--- config.mk ---
export PLATFORM = sky130hd
export DESIGN_NAME = alu_wide_sequencer
export DESIGN_NICKNAME = d
export VERILOG_FILES = /design/src/rtl/alu_seq_pkg.sv /design/src/rtl/alu_wide_sequencer.sv
export SDC_FILE = /design/constraint.sdc
export NUM_CORES = 1
export LEC_CHECK = 0
export ABC_AREA = 1
export CAP_MARGIN = 15
export CORE_MARGIN = 4
export CORE_UTILIZATION = 35
export DETAILED_ROUTE_END_ITERATION = 8
export SYNTH_ARGS = -nofsm -noshare
export SYNTH_HDL_FRONTEND = slang
export SYNTH_SLANG_ARGS = --single-unit
export TNS_END_PERCENT = 30
--- constraint.sdc ---
create_clock -name CLK -period 2.35 [get_ports CLK]
set_clock_uncertainty 0.2 [all_clocks]
set_input_delay 0.5875 -clock CLK [delete_from_list [all_inputs] [get_ports CLK]]
set_output_delay 0.5875 -clock CLK [all_outputs]
set_load 0.01 [all_outputs]
--- src/rtl/alu_seq_pkg.sv ---
// Shared types and ALU select codes for the wide ALU sequencer.
// Op encodings, FSM states and the per-byte select helper live here.
package alu_seq_pkg;

    localparam logic [3:0] SEL_ADD  = 4'd0;
    localparam logic [3:0] SEL_ADDC = 4'd1;
    localparam logic [3:0] SEL_SUB  = 4'd2;
    localparam logic [3:0] SEL_SUBC = 4'd3;
    localparam logic [3:0] SEL_AND  = 4'd5;
    localparam logic [3:0] SEL_OR   = 4'd6;
    localparam logic [3:0] SEL_XOR  = 4'd7;
    localparam logic [3:0] SEL_LSL  = 4'd9;
    localparam logic [3:0] SEL_LSR  = 4'd10;

    typedef enum logic [2:0] {
        OP_ADD  = 3'd0,
        OP_SUB  = 3'd1,
        OP_AND  = 3'd2,
        OP_OR   = 3'd3,
        OP_XOR  = 3'd4,
        OP_LSL  = 3'd5,
        OP_LSR  = 3'd6,
        OP_RSVD = 3'd7
    } op_t;

    typedef enum logic [1:0] {
        ST_IDLE = 2'd0,
        ST_RUN  = 2'd1,
        ST_DONE = 2'd2
    } state_t;

    // Control bits captured when a request is accepted.
    typedef struct packed {
        op_t  op;
        logic cin_en;
        logic cin;
    } ctl_t;

    // ALU select for one byte slot; only the first ADD/SUB byte
    // may skip the carry-in variant.
    function automatic logic [3:0] byte_sel(
        input op_t  op,
        input logic first,
        input logic cin_en
    );
        logic [3:0] sel;
        sel = SEL_ADD;
        unique case (op)
            OP_ADD:  sel = (first && !cin_en) ? SEL_ADD : SEL_ADDC;
            OP_SUB:  sel = (first && !cin_en) ? SEL_SUB : SEL_SUBC;
            OP_AND:  sel = SEL_AND;
            OP_OR:   sel = SEL_OR;
            OP_XOR:  sel = SEL_XOR;
            OP_LSL:  sel = SEL_LSL;
            OP_LSR:  sel = SEL_LSR;
            default: sel = SEL_ADD;
        endcase
        return sel;
    endfunction

    // Carry-in for one byte slot given latched control and the
    // carry chained from the previous byte.
    function automatic logic byte_cin(
        input ctl_t ctl,
        input logic first,
        input logic carry
    );
        logic cin;
        cin = 1'b0;
        unique case (ctl.op)
            OP_ADD, OP_SUB: cin = first ? (ctl.cin_en & ctl.cin) : carry;
            OP_LSL, OP_LSR: cin = first ? ctl.cin : carry;
            default:        cin = 1'b0;
        endcase
        return cin;
    endfunction

endpackage

--- src/rtl/alu_wide_sequencer.sv ---
// Drives an external 8-bit ALU one byte per cycle to build a
// W-bit result with chained carry and aggregate zero flag.
module alu_wide_sequencer
    import alu_seq_pkg::*;
#(
    parameter int NBYTES = 4,
    localparam int W = 8 * NBYTES
) (
    input  logic         CLK,
    input  logic         RST,
    input  logic         START,
    input  logic [2:0]   OP,
    input  logic         CIN_EN,
    input  logic         CIN,
    input  logic [W-1:0] A_W,
    input  logic [W-1:0] B_W,
    output logic         BUSY,
    output logic         DONE,
    output logic [W-1:0] RESULT,
    output logic         C,
    output logic         Z,
    output logic [3:0]   ALU_SEL,
    output logic [7:0]   ALU_A,
    output logic [7:0]   ALU_B,
    output logic         ALU_CIN,
    input  logic [7:0]   ALU_RESULT,
    input  logic         ALU_C,
    input  logic         ALU_Z
);

    localparam int IW = $clog2(NBYTES);
    localparam logic [IW-1:0] IDX_LAST = IW'(NBYTES - 1);

    state_t         state_q;
    state_t         state_d;
    ctl_t           ctl_q;
    logic [W-1:0]   a_q;
    logic [W-1:0]   b_q;
    logic [W-1:0]   res_q;
    logic [IW-1:0]  idx_q;
    logic           carry_q;
    logic           zacc_q;
    logic           c_q;
    logic           z_q;

    op_t            op_in;
    logic           accept;
    logic           is_lsr;
    logic           first_byte;
    logic           last_byte;
    logic [IW+2:0]  bit_base;

    assign op_in  = op_t'(OP);
    assign accept = START && (op_in != OP_RSVD) && (state_q != ST_RUN);

    // LSR walks from the top byte down so the shift-in bit enters at the MSB.
    assign is_lsr     = (ctl_q.op == OP_LSR);
    assign first_byte = is_lsr ? (idx_q == IDX_LAST) : (idx_q == '0);
    assign last_byte  = is_lsr ? (idx_q == '0) : (idx_q == IDX_LAST);
    assign bit_base   = {idx_q, 3'b000};

    assign RESULT = res_q;
    assign C      = c_q;
    assign Z      = z_q;

    // State register.
    always_ff @(posedge CLK) begin
        if (RST) begin
            state_q <= ST_IDLE;
        end else begin
            state_q <= state_d;
        end
    end

    // Next-state logic: DONE lasts one cycle unless a new request chains.
    always_comb begin
        state_d = state_q;
        unique case (state_q)
            ST_IDLE: state_d = accept ? ST_RUN : ST_IDLE;
            ST_RUN:  state_d = last_byte ? ST_DONE : ST_RUN;
            ST_DONE: state_d = accept ? ST_RUN : ST_IDLE;
            default: state_d = ST_IDLE;
        endcase
    end

    // Outputs: ALU drive is forced to zero outside RUN.
    always_comb begin
        BUSY    = (state_q == ST_RUN);
        DONE    = (state_q == ST_DONE);
        ALU_SEL = 4'd0;
        ALU_A   = 8'd0;
        ALU_B   = 8'd0;
        ALU_CIN = 1'b0;
        if (state_q == ST_RUN) begin
            ALU_SEL = byte_sel(ctl_q.op, first_byte, ctl_q.cin_en);
            ALU_A   = a_q[bit_base +: 8];
            ALU_B   = b_q[bit_base +: 8];
            ALU_CIN = byte_cin(ctl_q, first_byte, carry_q);
        end
    end

    // Datapath: latch request, then collect one ALU byte per RUN cycle.
    always_ff @(posedge CLK) begin
        if (RST) begin
            ctl_q   <= '{op: OP_ADD, cin_en: 1'b0, cin: 1'b0};
            a_q     <= '0;
            b_q     <= '0;
            res_q   <= '0;
            idx_q   <= '0;
            carry_q <= 1'b0;
            zacc_q  <= 1'b0;
            c_q     <= 1'b0;
            z_q     <= 1'b0;
        end else if (accept) begin
            ctl_q   <= '{op: op_in, cin_en: CIN_EN, cin: CIN};
            a_q     <= A_W;
            b_q     <= B_W;
            idx_q   <= (op_in == OP_LSR) ? IDX_LAST : '0;
            carry_q <= 1'b0;
            zacc_q  <= 1'b1;
        end else if (state_q == ST_RUN) begin
            res_q[bit_base +: 8] <= ALU_RESULT;
            carry_q <= ALU_C;
            zacc_q  <= zacc_q & ALU_Z;
            if (last_byte) begin
                c_q <= ALU_C;
                z_q <= zacc_q & ALU_Z;
            end else if (is_lsr) begin
                idx_q <= idx_q - 1'b1;
            end else begin
                idx_q <= idx_q + 1'b1;
            end
        end
    end

endmodule

==> run summary <==
minimum clock period = 2.32 ns
Initial DRC Count = 339
CP max FO = 5
H-Tree Depth = 3
outcome = finished clean
R2R Path Start = idx_q[0]$_SDFFE_PP0P_
Layout Cells excl Fill = 991
R2R setup slack = 0.17 ns
Initial Util = 35.7%
Pre-antenna DRT Iters = 7
gpl congestion = 0.835
Worst-Margin Slew = 0.382 ns
largest net degree at the start of global routing = 65
port bufs = 138
DRC Markers = 0
most common cell after layout, fill and taps aside = nor2_1
Synth area leaders = dfxtp_1 (46%), nor2_1 (18%), o21ai_0 (10%), a21oi_1 (5.5%), nand2_1 (4.9%)
Max Fclk = 432 MHz
Num CTS Buffers = 9
Diodes inserted = 0
fin. max-slew vios = 0
clk_lat worst skew = 0.34 ns
Post-Synthesis Cell Area = 4750 um2
placed cells = 974
Tightest Hold Check Type = register to register
routed length per instance = 14.1 um
Req. time, crit path = 1.56 ns
Util after Layout = 50.8%
commonest non-fill, non-tap cells in the layout = nor2_1 (218), clkdlybuf4s50_1 (117), dfxtp_1 (107)
initial antenna violation count = 1
pre-CTS WS = -0.136 ns
post-route worst setup slack = 0.0340 ns
routed vias/inst = 4.90
Syn Area/Cell = 7.03 um2
Ports = 139
Die X = 125 um
Post-DP HPWL = 10100 um
Worst setup EP type = output pin
Period Utilization, post-route = 98.6%
Die Ht = 125 um
synthesized flop and latch total = 109
die area = 15500 um2
FP Rows = 42
Peak VDD IR = 0.000327 V
final hold slack = 0.264 ns
drt total wl = 13900 um
GRT Util Overall = 17.8%
Final setup viols = 0
NumNets Final = 898
crit path launch type = register
CTS root buf = clkbuf_16
RSZ-0062 raised after global routing = yes
core box area = 13300 um2
sequential share of the synthesized area = 45.9%
vias in the first global route = 4806
post-route antenna net violation count = 0
Final Hold Vio Count = 0
Setup CP Type = register to output pin
critical path arrival = 1.53 ns
total of max-cap violations = 0
first-pass GRT wire length = 23100 um
RR Endpoint = RESULT[12]$_SDFFE_PP0P_
Leak = 2.70 nW
Vias = 4851
worst setup path end = ALU_CIN
post-synthesis cell count = 676
Area Growth Syn to Fin = 42.2%
clock slew at reported path FFs = 0.07 ns
synth unique cells = 24
PD cells = 732 nW/um2
FF-to-FF path depth = 11
Bufs on Longest Clock Path = 2
global route overflow = 0
layout cell share with drive strength beyond 1 = 11.2%
Synthesized Nets = 764
Slew Limit Headroom = 74.5%
share of the synthesized area in the top cell type = 45.9%
synthesis warning total = 0
TritonCTS clock tree = yes
clk sink count = 109
launch point of the worst path = ctl_q[4]$_SDFFE_PP0P_
leading area contributor after synthesis = dfxtp_1
==> repair_timing <==
item                       4_1_cts  5_1_grt
hold buffers                     0        0
setup endpoints to repair       21       26
buffers inserted                 1        0
cloned                           1        0
pin swaps                        8       11
resized for setup               90       27
==> metrics by stage <==
step | cell area [um2] | TNS [ns] | total power [mW]
after floorplan | 4750 | 0 | 2.73
after global placement | 6410 | -0.215 | 3.19
after detailed placement | 6410 | -0.341 | 3.21
after CTS | 6810 | -0.269 | 5.00
after global routing | 6760 | -0.234 | 5.20
final | 6760 | 0 | 4.95
==> where the power goes <==
group / switching [mW] / internal (mW)
Sequential: 0.0813 / 1.99
Clock: 0.702 / 1.05
Combinational: 0.633 / 0.498
Total: 1.42 / 3.53
==> worst min-delay path by stage <==
stage / start / to / slack, ns / cells past startpoint
floorplan: ctl_q[1]$_SDFFE_PP0P_ / ctl_q[1]$_SDFFE_PP0P_ / 0.24 / 2
global placement: RESULT[24]$_SDFFE_PP0P_ / RESULT[24]$_SDFFE_PP0P_ / 0.25 / 2
global route: RESULT[4]$_SDFFE_PP0P_ / RESULT[4]$_SDFFE_PP0P_ / 0.29 / 2
CTS: RESULT[24]$_SDFFE_PP0P_ / RESULT[24]$_SDFFE_PP0P_ / 0.27 / 2
finish: RESULT[24]$_SDFFE_PP0P_ / RESULT[24]$_SDFFE_PP0P_ / 0.26 / 2
detailed placement: RESULT[24]$_SDFFE_PP0P_ / RESULT[24]$_SDFFE_PP0P_ / 0.26 / 2
==> flip-flops by register name, indices dropped and copies added (netlist names) <==
name     cells
ctl_q        5
Z            1
RESULT      32
idx_q        2
carry_q      1
b_q         32
a_q         32
zacc_q       1
C            1
state_q      2
==> cell usage after synthesis, drive strengths merged <==
master  instances
inv            24
nand3          16
a22oi           5
ha              6
nand4          18
a211oi          1
or2             1
clkbuf         18
and3b           1
nand2          67
nor2          225
a21oi          52
dfxtp         109
o21a            1
buf            26
o21ai         106
==> cells by family (layout without fill, tap and decap cells) <==
| logic type | after synthesis | after routing | synth area share (%) |
|---|---|---|---|
| AO/OA/AOI/OAI | 165 | 165 | 17.7 |
| adder cells (fa/ha/maj) | 6 | 6 | 1.58 |
| buffers and inverters | 68 | 207 | 6.53 |
| flip-flops | 109 | 109 | 45.9 |
| AND/OR/NAND/NOR | 328 | 328 | 28.2 |
==> critical path: stages, from the launching register on <==
cell and delay (ns):
dfxtp_1 0.34, buf_4 0.15, nand2_1 0.08, nor2_1 0.05, nor2_2 0.16, nand2_1 0.07, a21oi_1 0.15, nor2_1 0.06
buf_2 0.14
==> cell type report <==
cell class,count,area [um2]
Fill cell,1288,6540
Tap cell,176,220
Clock inverter,7,121
Inverter,24,92.6
Multi-Input combinational cell,499,2290
Timing Repair Buffer,167,1620
Clock buffer,9,225
Sequential cell,109,2190
==> routing by layer <==
metal / part of all wire (%) / vias up / global-route usage (%)
li1: - / 2477 / -
met1: 46 / 2205 / 23.4
met2: 47 / 142 / 29.1
met3: 5.5 / 25 / 4.25
met4: 1.6 / 2 / 5.22
met5: 0.050 / - / 0
(Power assumes the default switching activity.)
